$ cat src/rtl/spi_xfer_sched.sv
// spi_xfer_sched: schedules SPI bursts from two requesters onto one byte-level
// SPI master core. Round-robin arbitration, per-requester length, divisor and
// mode, slave-select setup/hold/gap timing.
//
// Ports
//   clk, resetn               clock, asynchronous active-low reset
//   req[1:0]                  per-requester burst request (level)
//   len[15:0]                 burst length minus 1, 8 bits per requester
//   dvsr[31:0]                SCK half-period divisor, 16 bits per requester
//   cpol[1:0], cpha[1:0]      SPI mode per requester
//   tx_data[2*DW-1:0]         next TX byte per requester
//   gnt[1:0]                  one-hot grant pulse
//   tx_ready[1:0]             tx_data slice consumed this cycle
//   rx_data[DW-1:0]           last received byte
//   rx_valid[1:0]             rx_data valid for requester i
//   done[1:0]                 burst finished pulse
//   busy                      scheduler not idle
//   ss_n[1:0]                 active-low slave selects
//   core_*                    handshake with the SPI master core
module spi_xfer_sched #(
  parameter int unsigned DATA_WIDTH = 8,
  parameter int unsigned SETUP_CYC  = 2,
  parameter int unsigned HOLD_CYC   = 2,
  parameter int unsigned GAP_CYC    = 2
) (
  input  logic                    clk,
  input  logic                    resetn,
  input  logic [1:0]              req,
  input  logic [15:0]             len,
  input  logic [31:0]             dvsr,
  input  logic [1:0]              cpol,
  input  logic [1:0]              cpha,
  input  logic [2*DATA_WIDTH-1:0] tx_data,
  output logic [1:0]              gnt,
  output logic [1:0]              tx_ready,
  output logic [DATA_WIDTH-1:0]   rx_data,
  output logic [1:0]              rx_valid,
  output logic [1:0]              done,
  output logic                    busy,
  output logic [1:0]              ss_n,
  output logic [DATA_WIDTH-1:0]   core_din,
  output logic                    core_start,
  output logic                    core_cpol,
  output logic                    core_cpha,
  output logic [15:0]             core_dvsr,
  input  logic [DATA_WIDTH-1:0]   core_dout,
  input  logic                    core_done_tick,
  input  logic                    core_ready
);

  localparam int unsigned TW = 8;
  localparam logic [TW-1:0] SETUP_LAST = TW'(SETUP_CYC - 1);
  localparam logic [TW-1:0] HOLD_LAST  = TW'(HOLD_CYC - 1);
  localparam logic [TW-1:0] HOLD_PRE   = TW'(HOLD_CYC - 2);
  localparam logic [TW-1:0] GAP_LAST   = TW'(GAP_CYC - 1);
  localparam bit            HOLD_ONE   = (HOLD_CYC == 1);

  typedef enum logic [2:0] {IDLE, ARM, SETUP, XFER, WAIT, HOLD, GAP} state_t;

  state_t                  state;
  logic                    sel;       // index of the requester owning the burst
  logic                    last_gnt;  // index of the previous winner
  logic [7:0]              len_q;
  logic [7:0]              byte_cnt;
  logic [TW-1:0]           tmr;
  logic                    win;
  logic [1:0]              sel_oh;
  logic [DATA_WIDTH-1:0]   tx_sel;

  // Round-robin: a sole requester wins, a tie goes to the one not granted last
  always_comb win = (req == 2'b11) ? ~last_gnt : req[1];

  assign sel_oh = sel ? 2'b10 : 2'b01;
  assign tx_sel = sel ? tx_data[2*DATA_WIDTH-1:DATA_WIDTH] : tx_data[DATA_WIDTH-1:0];

  // Start is decoded from the registered state so the core is launched in the
  // same cycle core_ready is seen in XFER; it can never appear in another state.
  assign core_start = (state == XFER) && core_ready;
  assign tx_ready   = {2{core_start}} & sel_oh;

  // Scheduler FSM with registered outputs
  always_ff @(posedge clk or negedge resetn) begin
    if (!resetn) begin
      state     <= IDLE;
      sel       <= 1'b0;
      last_gnt  <= 1'b1;
      len_q     <= '0;
      byte_cnt  <= '0;
      tmr       <= '0;
      gnt       <= '0;
      rx_data   <= '0;
      rx_valid  <= '0;
      done      <= '0;
      busy      <= 1'b0;
      ss_n      <= 2'b11;
      core_din  <= '0;
      core_cpol <= 1'b0;
      core_cpha <= 1'b0;
      core_dvsr <= '0;
    end else begin
      gnt      <= '0;
      rx_valid <= '0;
      done     <= '0;
      // Track the owner's TX slice; the requester holds it until tx_ready
      if (state != IDLE) core_din <= tx_sel;
      case (state)
        IDLE: begin
          if (req != 2'b00) begin
            sel       <= win;
            last_gnt  <= win;
            gnt       <= win ? 2'b10 : 2'b01;
            len_q     <= win ? len[15:8] : len[7:0];
            core_dvsr <= win ? dvsr[31:16] : dvsr[15:0];
            core_cpol <= cpol[win];
            core_cpha <= cpha[win];
            byte_cnt  <= '0;
            busy      <= 1'b1;
            state     <= ARM;
          end
        end
        // One cycle with selects high so SCK settles to the new idle level
        ARM: begin
          ss_n  <= ~sel_oh;
          tmr   <= '0;
          state <= SETUP;
        end
        SETUP: begin
          if (tmr == SETUP_LAST) state <= XFER;
          else                   tmr   <= tmr + TW'(1);
        end
        XFER: begin
          if (core_ready) state <= WAIT;
        end
        WAIT: begin
          if (core_done_tick) begin
            rx_data  <= core_dout;
            rx_valid <= sel_oh;
            if (byte_cnt == len_q) begin
              tmr   <= '0;
              state <= HOLD;
              if (HOLD_ONE) done <= sel_oh;
            end else begin
              byte_cnt <= byte_cnt + 8'd1;
              state    <= XFER;
            end
          end
        end
        // done is registered one cycle early so it lands in the last HOLD cycle
        HOLD: begin
          if (tmr == HOLD_LAST) begin
            ss_n  <= 2'b11;
            tmr   <= '0;
            state <= GAP;
          end else begin
            tmr <= tmr + TW'(1);
            if (tmr == HOLD_PRE) done <= sel_oh;
          end
        end
        GAP: begin
          if (tmr == GAP_LAST) begin
            busy  <= 1'b0;
            state <= IDLE;
          end else begin
            tmr <= tmr + TW'(1);
          end
        end
        default: state <= IDLE;
      endcase
    end
  end

endmodule
$ cat config.mk
export PLATFORM = sky130hd
export DESIGN_NAME = spi_xfer_sched
export DESIGN_NICKNAME = d
export VERILOG_FILES = /design/src/rtl/spi_xfer_sched.sv
export SDC_FILE = /design/constraint.sdc
export NUM_CORES = 1
export LEC_CHECK = 0
export ABC_CLOCK_PERIOD_IN_PS = 5000
export CORE_MARGIN = 5
export CORE_UTILIZATION = 27
export CTS_CLUSTER_DIAMETER = 100
export DETAILED_ROUTE_END_ITERATION = 10
export PLACE_DENSITY = 0.51
export SLEW_MARGIN = 20
export SYNTH_ARGS = -nofsm -noshare
export SYNTH_HDL_FRONTEND = slang
export SYNTH_SLANG_ARGS = --single-unit
$ cat constraint.sdc
create_clock -name clk -period 5 [get_ports clk]
set_input_delay 1 -clock clk [delete_from_list [all_inputs] [get_ports clk]]
set_output_delay 1 -clock clk [all_outputs]
set_load 0.005 [all_outputs]
# Word level (Yosys, flattened, before mapping)
# Cells that the tools add are included.
# totals
ff_bits,72
inputBits,82
out_inout_bits,46
wordCells,96
# classes
add_sub_neg,2
magnitude_cmp,1
n_eq_ne,18
mux,39
bitwise_logic,3
n_reduce_logical,17
# op_table
cell,count
8-bit 2-to-1 mux,9
8-bit case mux with 4 select lines,1
3-bit 2-to-1 mux,7
3-bit case mux with 7 select lines,1
2-bit 2-to-1 mux,10
"2-bit inequality test, second input constant",9
"8-bit by 1-bit adder with 8-bit output, second input constant",2
16-bit 2-to-1 mux,1
8-bit case mux with 2 select lines,1
"3-bit == test, second input constant",3
"8-bit by 1-bit == test with 1-bit output, second input constant",1
8-bit == test,1
8-bit logical NOT,1
4-bit AND reduction,2
2-bit nonzero test,4
1-bit 2-to-1 mux,7
"3-bit by 2-bit == test with 1-bit output, second input constant",2
2-bit AND reduction,3
6-bit AND reduction,1
2-bit case mux with 2 select lines,1
4-bit nonzero test,1
"3-bit by 1-bit == test with 1-bit output, second input constant",1
3-bit logical NOT,1
3-bit AND reduction,1
other kinds (9),9

# Depth between registers and ports, before layout
# Gate-level depths: netlist (run 1).
# logic_depth
word_depth,5
depth_mapped,7
depth_no_buf,7

# Worst setup path after synthesis (run 1)
# OpenSTA, ideal clock, no wires.
# synth_path
path_type,input to output
from,input core_ready
to,output tx_ready[1]
arrival_ns,1.381
t_required_ns,4.000
slack_ns,2.619
stages,3
path_buffers,0
cell_sequence,nand2_1 > nor2_1 > and2_1
# synth_via
elab_chain_len,2
# synth_rtl
element,line,source
"start, declared",48,input logic core_ready
1-bit logical AND,78,assign core_start = (state == XFER) && core_ready;
via core_start,42,"output logic core_start,"
2-bit bitwise AND,79,assign tx_ready = {2{core_start}} & sel_oh;
"end, declared",35,"output logic [1:0] tx_ready,"
# The timed path passes the listed nets, and every way through them passes these cells.

# Worst setup path after layout (run 1)
# layout_path
from,input core_ready
to,output tx_ready[1]
# layout_via
elab_chain_len,2
# layout_rtl
element,line
1-bit logical AND,78
2-bit bitwise AND,79
# No other way between the ends.

==> results.txt, run 1 <==
* Final weighted congestion in routability-driven placement: 0.834
- Global-route wire length before repair: 15700 µm
* Mean instance size in the synthesized netlist: 10.0 µm²
- Number of clock sinks: 72
- Proportion of netlist area held by the largest area contributor: 48.5%
- At the later pin of the worst-skew pair, clock insertion delay measures 0.33 ns.
- The count of nets left with antenna violations once routing finished came out at 0.
* Worst EP required: 4.00 ns
- For the pin with the worst max-slew slack, the measured transition is 0.929 ns.
- GRT met2 Usage: 21.4%
- Netlist area before placement: 0.00356 mm²
* Switching power as a share of total power: 36.1%
- For this run, the slowest stage of the critical path takes 0.52 ns.
- Full die area: 0.0156 mm²
- Power density over cell area: 531 mW/mm²
- Iteration-0 DRC count of the detailed router: 164
* Status: finished clean
* Crit path kind: input pin to primary output
* Average routed wire per standard cell: 14.5 µm
* Height of the chip: 125 µm
- Static Leak: 2.25 nW
- The slowest stage of the critical path is the sky130_fd_sc_hd__clkdlybuf4s50_1 cell.
- Yosys mapped a number of flops with a built-in enable equal to 0.
* Root Buffer Master: sky130_fd_sc_hd__clkbuf_16
- List of cells traversed by the critical path: clkdlybuf4s50_1 > nand2_1 > nor2_1 > and2_1 > clkdlybuf4s50_1
- After clock tree synthesis, the repair step resized 0 gates.
- IO Pins: 128
- By instance count, the cell type seen most on the critical path is sky130_fd_sc_hd__clkdlybuf4s50_1.
- Setup TNS: 0 ns
- Count of mapped cells out of synthesis: 354
* Class of the tightest hold or removal check: register to register
- Final setup violation count: 0
* Number of remaining DRC errors: 0
- The initial antenna violation count came to 0.
- Final clock skew: 0.00552 ns
- Global routing finished with a remaining overflow of 0.
- Fraction of power consumed by combinational cells: 42.4%
* Die boundary width: 125 µm
* Fraction of the cycle the final worst path needs: 68.7%
- Part of the total power dissipated in the clock network: 20.6%
- Proportion of synthesized flip-flops having asynchronous set or reset: 100%
* Antenna fix cells: 0
- Final #Nets: 562
* Number of buffers between clock root and the deepest sink: 2
* Clock slew at reported path FFs: 0.06 ns
- Startpoint type of the worst setup path: input pin
- Cell internal power dissipation: 1.79 mW
- Yosys attributes the largest share of cell area to sky130_fd_sc_hd__dfrtp_1 49%, sky130_fd_sc_hd__mux2i_1 9.8%, sky130_fd_sc_hd__nand2_1 4.3%, sky130_fd_sc_hd__o21ai_0 3.7%, sky130_fd_sc_hd__mux2_2 2.5%.
- Most common cell after layout, fill and taps aside: sky130_fd_sc_hd__clkdlybuf4s50_1
- Detailed placement finished with a half-perimeter wire length of 6970 µm.
- Capturing element type of the critical path: primary output
- Share of final-layout standard cells stronger than drive strength 1: 8.11%
- Total detailed-routing wirelength: 9530 µm
* H-tree depth: 3
- The clock period could shrink to 3.43 ns.
- The detailed router placed 2995 vias in this run.
* Routing usage on met3: 3.47%
* Setup repair after global routing missed its margin: false
- Final hold violations: 0
- Distinct cell type count of the synthesized netlist: 54
- Syn-to-layout area delta: 47.9%
- Max-cap violations in this run came to 0.
- Synthesis produced a netlist with a net count of 440.
- For the worst setup path, the data arrival time is 2.43 ns.
* Most used cells in the layout excluding fill and tap cells: 126 x sky130_fd_sc_hd__clkdlybuf4s50_1, 69 x sky130_fd_sc_hd__dfrtp_1, 41 x sky130_fd_sc_hd__nand2_1, 35 x sky130_fd_sc_hd__mux2i_1, 26 x sky130_fd_sc_hd__o21ai_0
* Count of yosys warnings during synthesis: 0
- IO Port Bufs: 127
- Most used flip-flop cell after synthesis: sky130_fd_sc_hd__dfrtp_1
- The number of global-route vias before repair came to 3048.
- CTS tree: built
* Most area-hungry cell type in the Yosys netlist: sky130_fd_sc_hd__dfrtp_1
- Met1 routing resource usage after global routing: 14.7%
- Starting density of the core: 27.2%
- Part of the total power dissipated in sequential elements: 37.0%
- Using the TritonRoute via totals, the vias-per-cell ratio works out to 4.56.
* Flip-flop and latch count after synthesis: 72
- CP max FO: 4
- Placeable core region: 0.0131 mm²
- The layer flagged by global routing as most heavily used is met2.
* Max transition margin: 38.1%
- After floorplanning, the core was divided into 42 placement rows.
- Worst vdd rail ir drop: 0.000144 V
- Buffers inserted during post-CTS setup optimization: 0
* Initial DRT Pass Iterations: 5
- Summed over all nets, the switching power comes to 1.01 mW.
* Number of buffers inserted by hold repair at cts: 0
- Based on the critical path, the design can be clocked at up to 0.291 GHz.
- Entering global routing, the biggest net connects 73 pins.
- The number of clock buffers added by TritonCTS is 9.
- The final-report max-slew violation count is 0.
- The filler cells instantiated in the layout total 1297.
* Sequential-to-total area share from yosys stat: 50.8%
* Total power consumption of the routed design: 2.79 mW
* Total routing usage reported by global routing: 12.4%
## cell families (layout without fill, tap and decap cells)
family / after synthesis / in the layout / synth area share [%]
flip-flops: 72 / 72 / 50.8
buffers and inverters: 28 / 155 / 3.06
AND/OR/NAND/NOR: 113 / 113 / 15.9
adder cells (fa/ha/maj): 4 / 4 / 1.41
multiplexers: 43 / 43 / 12.4
AO/OA/AOI/OAI: 86 / 86 / 14.5
XOR/XNOR: 8 / 8 / 1.97
## registers in the layout (all words and copies together) (netlist names)
signal and flops:
tmr 8, last_gnt 1, len_q 8, core_cpol 1, core_din 8, rx_valid 2
core_cpha 1, busy 1, ss_n 2, sel 1, state 3, core_dvsr 16
rx_data 8, byte_cnt 8, done 2, gnt 2
## area by class of cell
cell class	instances	area (µm²)	share of cell area (%)
tap	176	220	4.18
inverter	11	41.3	0.785
clock buffer	10	229	4.35
timing repair buffer	128	1280	24.3
multi-input combinational	254	1650	31.4
clock inverter	6	36.3	0.689
sequential	72	1810	34.3
## path summary, 6_finish.rpt
kind / startpoint / end / slack [ns] / depth (start not counted)
max: core_ready / tx_ready[1] / 1.57 / 5
min: core_dvsr[8]$_DFFE_PN0P_ / core_dvsr[8]$_DFFE_PN0P_ / 0.48 / 2
max reg2reg: state[2]$_DFFE_PN0P_ / byte_cnt[2]$_DFFE_PN0P_ / 2.35 / 5
min reg2reg: core_dvsr[8]$_DFFE_PN0P_ / core_dvsr[8]$_DFFE_PN0P_ / 0.48 / 2
max in group asynchronous: resetn / rx_valid[1]$_DFF_PN0_ / 3.59 / 1
min in group asynchronous: resetn / tmr[5]$_DFFE_PN0P_ / 0.78 / 1
## cells in the mapped netlist, types with 3 or more instances
cell type                  number
sky130_fd_sc_hd__a21oi_1       15
sky130_fd_sc_hd__a22oi_1        3
sky130_fd_sc_hd__a31oi_1        6
sky130_fd_sc_hd__and2_1         3
sky130_fd_sc_hd__buf_2          3
sky130_fd_sc_hd__clkbuf_1      12
sky130_fd_sc_hd__dfrtp_1       69
sky130_fd_sc_hd__dfstp_2        3
sky130_fd_sc_hd__ha_1           4
sky130_fd_sc_hd__inv_1         11
sky130_fd_sc_hd__mux2_2         8
sky130_fd_sc_hd__mux2i_1       35
sky130_fd_sc_hd__nand2_1       41
sky130_fd_sc_hd__nand2b_1       5
sky130_fd_sc_hd__nand3_1        4
sky130_fd_sc_hd__nand4_1        3
sky130_fd_sc_hd__nor2_1        24
sky130_fd_sc_hd__nor3_1         7
sky130_fd_sc_hd__o21a_1         3
sky130_fd_sc_hd__o21ai_0       26
sky130_fd_sc_hd__o21ai_1       15
sky130_fd_sc_hd__or3_1          7
sky130_fd_sc_hd__xor2_1         8
## power by group through the flow
stage                     clock [mW]  combinational, mW  sequential (mW)
after floorplan                    0              0.695            0.975
after global placement             0               1.20             1.04
after detailed placement           0               1.21             1.05
after CTS                      0.603               1.21             1.04
after global routing           0.632               1.32             1.07
final                          0.576               1.18             1.03
## metal layers
| metal | routed length (µm) | vias up |
|---|---|---|
| li1 | - | 1502 |
| met1 | 4060 | 1394 |
| met2 | 4800 | 85 |
| met3 | 515 | 14 |
| met4 | 149 | 0 |
| met5 | 0 | - |
## metrics by stage
| step | instances | setup WS [ns] | instance area, µm² | hold slack [ns] | util [%] |
|---|---|---|---|---|---|
| CTS | 657 | 1.56 | 5260 | 0.486 | 40.2 |
| floorplan | 354 | 2.62 | 3560 | 0.469 | - |
| global route | 657 | 1.47 | 5260 | 0.511 | 40.2 |
| finish | 657 | 1.57 | 5260 | 0.479 | 40.2 |
| detailed placement | 641 | 1.57 | 5000 | 0.473 | 38.2 |
| global placement | 641 | 1.60 | 5000 | 0.464 | 38.2 |
## critical path: cells and delay by family
family | cells | cell delay, ns
AND/OR/NAND/NOR | 3 | 0.42
buffers and inverters | 2 | 1.02
(Power assumes the default switching activity.)
==> run 2: changes to the inputs <==
--- a/config.mk
+++ b/config.mk
@@ -5,7 +5,7 @@
 export SDC_FILE = /design/constraint.sdc
 export NUM_CORES = 1
 export LEC_CHECK = 0
-export ABC_CLOCK_PERIOD_IN_PS = 5000
+export ABC_CLOCK_PERIOD_IN_PS = 3200
 export CORE_MARGIN = 5
 export CORE_UTILIZATION = 27
 export CTS_CLUSTER_DIAMETER = 100
==> constraint.sdc (replaced) <==
create_clock -name clk -period 3.2 [get_ports clk]
set_input_delay 0.64 -clock clk [delete_from_list [all_inputs] [get_ports clk]]
set_output_delay 0.64 -clock clk [all_outputs]
set_load 0.005 [all_outputs]
==> results.txt, run 2 (synthesized netlist as in run 1, its figures left out) <==
- Status: finished clean
- Starting density of the core: 27.2% (unchanged)
- Worst-case hold slack: 0.448 ns (-0.0309 ns)
* Final hold violations: 0 (unchanged)
- Height of the chip: 125 µm (unchanged)
- STA classifies the critical path startpoint as an input pin.
- IO Pins: 128 (unchanged)
- The number of buffers inserted during clock tree synthesis is 9 (unchanged).
- Worst EP required: 2.56 ns (-1.44 ns)
- The final weighted congestion in routability-driven placement came to 0.789 (-5.3%).
- Largest reg by FF count: core_dvsr
* Post-cts gate resize count: 0 (unchanged)
- Setup repair after global routing missed its margin: false
- The antenna diode instance count is 0 (unchanged).
- CTS tree: built
- The via count of the routed design came to 2995 (unchanged).
* Number of remaining DRC errors: 0 (unchanged)
- The min-delay analysis places its worst path in the category input pin to asynchronous set/reset pin.
- Sum of overflow across all layers after global routing: 0 (unchanged)
- The final routed wire length divided by cell count was 14.4 µm (-0.67%).
- STA classifies the critical path endpoint as a primary output.
* Clock slew at reported path FFs: 0.06 ns (about the same)
- The pin count of the biggest net entering global routing came to 73 (unchanged).
- The power per standard cell area was 858 mW/mm² (+62%).
- Syn-to-layout area delta: 50.9%
- The cell sitting at the root of the clock tree is a sky130_fd_sc_hd__clkbuf_16.
* Smallest setup slack after layout: 0.504 ns (-1.06 ns)
- The initial antenna violation count came to 0 (unchanged).
- Total power consumption of the routed design: 4.60 mW (+65%)
- Vias per Instance: 4.52 (-0.76%)
- The number of flip-flops under the largest register name is 16 (unchanged).
* Setup slack after placement: 0.503 ns (-1.07 ns)
* Buffers inserted during post-CTS setup optimization: 0 (unchanged)
- The clock latency reported for the late side of the worst-skew pair is 0.33 ns (about the same).
- Of the available clock period, the critical path in the final layout requires 84.2%.
- The clock net sink count came to 72 (unchanged).
- The number of hold buffers added after cts was 0 (unchanged).
- The number of global-route vias before repair came to 3029 (-0.62%).
* Total detailed-routing wirelength: 9540 µm (about the same)
- Placeable core region: 0.0131 mm² (unchanged)
- The actual transition at the worst max-transition pin was 0.940 ns (+0.0113 ns).
* IO Port Bufs: 127 (unchanged)
- Most used cells in the layout excluding fill and tap cells: 126 x sky130_fd_sc_hd__clkdlybuf4s50_1, 69 x sky130_fd_sc_hd__dfrtp_1, 41 x sky130_fd_sc_hd__nand2_1, 35 x sky130_fd_sc_hd__mux2i_1, 26 x sky130_fd_sc_hd__o21ai_0
- Global-route wire length before repair: 15800 µm (+1.1%)
- The utilization of the core after routing is 41.0% (+0.79 points).
* Minimum clock period: 2.70 ns
- The overall track demand over capacity in global routing was 12.5% (+0.097 points).
- The biggest fanout along the worst timing path is 4 (unchanged).
* Final setup violation count: 0 (unchanged)
- The number of nets in the finished design was 567 (+0.89%).
- The leakage component of the power was 2.30 nW (+2.1%).
- Number of buffers between clock root and the deepest sink: 2 (unchanged)
* Most common cell after layout, fill and taps aside: sky130_fd_sc_hd__clkdlybuf4s50_1
* Fill cell instance count of the final layout: 1293 (-0.31%)
* Full die area: 0.0156 mm² (unchanged)
* Worst vdd rail ir drop: 0.000302 V (+110%)
- Setup TNS: 0 ns (unchanged)
- The number of H-tree levels came to 3 (unchanged).
- Post-route ant nets: 0 (unchanged)
- The half-perimeter wire length after placement came to 7160 µm (+2.7%).
- Maxcap violations: 0 (unchanged)
- Share of final-layout standard cells stronger than drive strength 1: 9.26% (+1.2 points)
- Data arrival time at the worst-slack endpoint: 2.06 ns (-0.37 ns)
- The remaining max-slew budget at the tightest pin came to 37.3% (-0.75 points).
- Die boundary width: 125 µm (unchanged)
* Iteration-0 DRC count of the detailed router: 138 (-16%)
- Initial DRT Pass Iterations: 4 (-1)
- The setup skew after layout is 0.00650 ns (+0.000982 ns).
- Crit path kind: input pin to primary output
* Max-slew violation total from the final report: 0 (unchanged)
* Highest clock rate: 0.371 GHz
- Row cnt: 42 (unchanged)
[run 2: changes by cell type in the layout (fill, tap and decap cells not counted), sizes merged]
| cell | delta |
|---|---|
| clkinv | -3 |
| clkinvlp | +1 |
| buf | +5 |
| bufinv | +2 |
[run 2: routing by layer]
| metal | vias up | part of all wire (%) | track usage [%] | wire [µm] |
|---|---|---|---|---|
| li1 | 1506 | - | - | - |
| met1 | 1399 | 41 | 14.7 | 3930 |
| met2 | 78 | 52 | 21.9 | 4990 |
| met3 | 12 | 5.1 | 3.73 | 482 |
| met4 | 0 | 1.4 | 3.48 | 135 |
| met5 | - | 0 | 0 | 0 |
[run 2: critical path: stages]
cell	delay [ns]
sky130_fd_sc_hd__clkdlybuf4s50_1	0.52
sky130_fd_sc_hd__nand2_1	0.08
sky130_fd_sc_hd__nor2_1	0.16
sky130_fd_sc_hd__and2_1	0.15
sky130_fd_sc_hd__clkdlybuf4s50_1	0.50
[run 2: cell type report]
cell class,instances,area [µm²],share of cell area [%]
well taps,176,220,4.10
repair buffers,133,1310,24.5
flip-flops and latches,72,1810,33.6
clock inverters,6,92.6,1.73
inverters,11,41.3,0.769
clock buffers,10,239,4.45
multi-input cells,254,1650,30.8
[run 2: final timing paths]
kind,startpoint,end,slack [ns],cells after the start
min,resetn,done[0]$_DFF_PN0_,0.45,1
max in group asynchronous,resetn,byte_cnt[4]$_DFFE_PN0P_,2.15,1
max,core_ready,tx_ready[1],0.50,5
max reg2reg,state[0]$_DFFE_PN0P_,byte_cnt[2]$_DFFE_PN0P_,0.84,6
min in group clk,core_dvsr[7]$_DFFE_PN0P_,core_dvsr[7]$_DFFE_PN0P_,0.48,2
min reg2reg,core_dvsr[7]$_DFFE_PN0P_,core_dvsr[7]$_DFFE_PN0P_,0.48,2
[run 2: stage by stage]
| stage | area [µm²] | instances |
|---|---|---|
| after CTS | 5370 | 662 |
| after global routing | 5370 | 662 |
| after detailed placement | 5030 | 646 |
| after floorplan | 3560 | 354 |
| final | 5370 | 662 |
| after global placement | 5030 | 646 |
[run 2: report_power, final]
| group | internal (mW) | switching [mW] | leakage, nW |
|---|---|---|---|
| Sequential | 1.29 | 0.271 | 0.908 |
| Clock | 0.706 | 0.396 | 0.155 |
| Combinational | 1.01 | 0.930 | 1.24 |
==> run 3: changes to the inputs <==
--- a/config.mk
+++ b/config.mk
@@ -5,7 +5,7 @@
 export SDC_FILE = /design/constraint.sdc
 export NUM_CORES = 1
 export LEC_CHECK = 0
-export ABC_CLOCK_PERIOD_IN_PS = 3200
+export ABC_CLOCK_PERIOD_IN_PS = 2700
 export CORE_MARGIN = 5
 export CORE_UTILIZATION = 27
 export CTS_CLUSTER_DIAMETER = 100
==> constraint.sdc (replaced) <==
create_clock -name clk -period 2.7 [get_ports clk]
set_input_delay 0.54 -clock clk [delete_from_list [all_inputs] [get_ports clk]]
set_output_delay 0.54 -clock clk [all_outputs]
set_load 0.005 [all_outputs]
==> results.txt, run 3 (synthesized netlist as in run 1, its figures left out) <==
- The tree is rooted in a sky130_fd_sc_hd__clkbuf_16.
- The via count of the routed design is 3018 (+0.77%).
- The antenna diode instance count came to 0 (unchanged).
* Most used cells in the layout excluding fill and tap cells: 126 x sky130_fd_sc_hd__clkdlybuf4s50_1, 69 x sky130_fd_sc_hd__dfrtp_1, 41 x sky130_fd_sc_hd__nand2_1, 35 x sky130_fd_sc_hd__mux2i_1, 26 x sky130_fd_sc_hd__o21ai_0
* Most used routing layer: met2
- The met2 global-route usage came to 22.0% (+0.095 points).
- The maximum buffer depth of the clock tree came to 2 (unchanged).
* Buffers inserted during post-CTS setup optimization: 0 (unchanged)
* Post-cts gate resize count: 0 (unchanged)
- Global-route wire length before repair: 16200 µm (+2.0%)
* IO Pins: 128 (unchanged)
- Number of buffers added by the clock tree synthesis step: 9 (unchanged)
- The clock net sink count was 72 (unchanged).
* Max FFs per register: 16 (unchanged)
- The overall die height was 125 µm (unchanged).
- Final weighted congestion in routability-driven placement: 0.793 (+0.51%)
- Full die area: 0.0156 mm² (unchanged)
- The critical path is of the register to primary output type.
* Routing usage on met3: 3.69% (-0.043 points)
- The number of remaining DRC errors is 0 (unchanged).
- The number of H-tree levels was 3 (unchanged).
* Total detailed-routing wirelength: 9770 µm (+2.4%)
- Compared with the post-synthesis result, the final layout area differs by 52.7%.
- Setup repair after global routing left no endpoint under its margin.
- The number of cell rows is 42 (unchanged).
- The setup skew after layout was 0.00526 ns (-0.00124 ns).
- The share of final-layout standard cells stronger than drive strength 1 was 9.63% (+0.37 points).
* Met1 routing resource usage after global routing: 15.4% (+0.67 points)
- The die span in x is 125 µm (unchanged).
* Total routing usage reported by global routing: 12.9% (+0.38 points)
- The power per standard cell area is 1030 mW/mm² (+20%).
- Initial DRT Pass Iterations: 4 (unchanged)
- The biggest fanout along the worst timing path is 14 (+10).
- The half-perimeter wire length after placement was 7390 µm (+3.2%).
* Starting density of the core: 27.2% (unchanged)
- Worst EP required: 2.16 ns (-0.40 ns)
* Transition time at the pin with the least slew margin: 0.526 ns (-0.414 ns)
- Number of buffers inserted by hold repair at cts: 0 (unchanged)
- Total power consumption of the routed design: 5.60 mW (+22%)
- The number of global-route vias before repair came to 3107 (+2.6%).
- Status: finished clean
- The worst endpoint data arrival time is 1.90 ns (-0.16 ns).
- CTS tree: built
- The number of DRC markers after the initial detailed-route iteration came to 129 (-6.5%).
- The worst setup path is captured at a primary output.
- The floorplan core area is 0.0131 mm² (unchanged).
- The count of endpoints failing setup in the final report was 0 (unchanged).
- The worst register-to-register path begins at tmr[1]$_DFFE_PN0P_.
* Max transition margin: 64.7% (+27 points)
- Sum of overflow across all layers after global routing: 0 (unchanged)
- core_dvsr holds more flip-flops than any other register.
- Max-slew violation total from the final report: 0 (unchanged)
- Most common cell after layout, fill and taps aside: sky130_fd_sc_hd__clkdlybuf4s50_1
- The count of maximum capacitance violations was 0 (unchanged).
- Post-route ant nets: 0 (unchanged)
- Start point of the critical path: state[1]$_DFFE_PN0P_
- The pin count of the biggest net entering global routing was 36 (-51%).
- Highest clock rate: 0.410 GHz
* Class of the tightest hold or removal check: input pin to asynchronous set/reset pin
* Fill cell instance count of the final layout: 1263 (-2.3%)
- The worst setup path is launched from a register.
- Antenna violations before repair: 0 (unchanged)
* Worst vdd rail ir drop: 0.000322 V (+6.8%)
- Vias per Instance: 4.55 (+0.46%)
- Fraction of the cycle the final worst path needs: 90.4%
- Setup TNS: 0 ns (unchanged)
* Clock slew at reported path FFs: 0.06 ns (about the same)
* Minimum clock period: 2.44 ns
- Final hold violations: 0 (unchanged)
- The final routed wire length divided by cell count is 14.7 µm (+2.1%).
- The number of nets in the finished design came to 569 (+0.35%).
* Worst skew pair latency: 0.33 ns (about the same)
- IO Port Bufs: 127 (unchanged)
* Static Leak: 2.34 nW (+1.6%)
run 3: cell types whose count changed in the layout (fill, tap and decap cells not counted), sizes merged:
cell,previous run,this run
clkinvlp,2,1
buf,7,9
clkinv,2,1
clkbuf,10,11
bufinv,2,3
run 3: per-stage QoR:
stage / area, µm² / utilization (%) / hold slack, ns / instances / setup slack [ns]
finish: 5430 / 41.5 / 0.143 / 664 / 0.259
global route: 5430 / 41.5 / 0.173 / 664 / 0.114
CTS: 5430 / 41.5 / 0.153 / 664 / 0.237
detailed placement: 5070 / 38.8 / 0.474 / 648 / 0.252
global placement: 5070 / 38.8 / 0.464 / 648 / 0.257
floorplan: 3560 / - / 0.244 / 354 / 0.850
run 3: worst max-delay path, cell delays in order, from the launching register on:
cell and delay [ns]:
sky130_fd_sc_hd__dfrtp_1 0.57, sky130_fd_sc_hd__nand2b_1 0.21, sky130_fd_sc_hd__nor2_1 0.17, sky130_fd_sc_hd__and2_1 0.13, sky130_fd_sc_hd__clkdlybuf4s50_1 0.49
run 3: area by class of cell:
type | count | area [µm²] | share of cell area [%]
Multi-Input combinational cell | 254 | 1650 | 30.5
Clock inverter | 5 | 103 | 1.89
Inverter | 11 | 41.3 | 0.760
Timing Repair Buffer | 135 | 1350 | 24.9
Clock buffer | 11 | 253 | 4.65
Sequential cell | 72 | 1810 | 33.2
Tap cell | 176 | 220 | 4.06
run 3: final timing paths:
| kind | to | slack [ns] | cells past startpoint |
|---|---|---|---|
| worst max-delay path | tx_ready[1] | 0.26 | 4 |
| worst min-delay path | tmr[7]$_DFFE_PN0P_ | 0.14 | 1 |
| worst max register to register | tmr[2]$_DFFE_PN0P_ | 0.58 | 6 |
| worst min register to register | core_dvsr[15]$_DFFE_PN0P_ | 0.48 | 2 |
| max in group asynchronous | core_dvsr[3]$_DFFE_PN0P_ | 1.91 | 2 |
| min in group clk | core_dvsr[15]$_DFFE_PN0P_ | 0.48 | 2 |
run 3: where the power goes:
part | leakage [nW] | switching (mW) | internal [mW]
logic | 1.26 | 1.12 | 1.23
clock network | 0.172 | 0.457 | 0.951
registers | 0.908 | 0.311 | 1.53
run 3: layer usage:
| metal | part of all wire (%) | vias to the layer above |
|---|---|---|
| met5 | 0 | - |
| met4 | 1.3 | 0 |
| met3 | 4.7 | 10 |
| met2 | 51 | 76 |
| met1 | 43 | 1421 |
| li1 | - | 1511 |
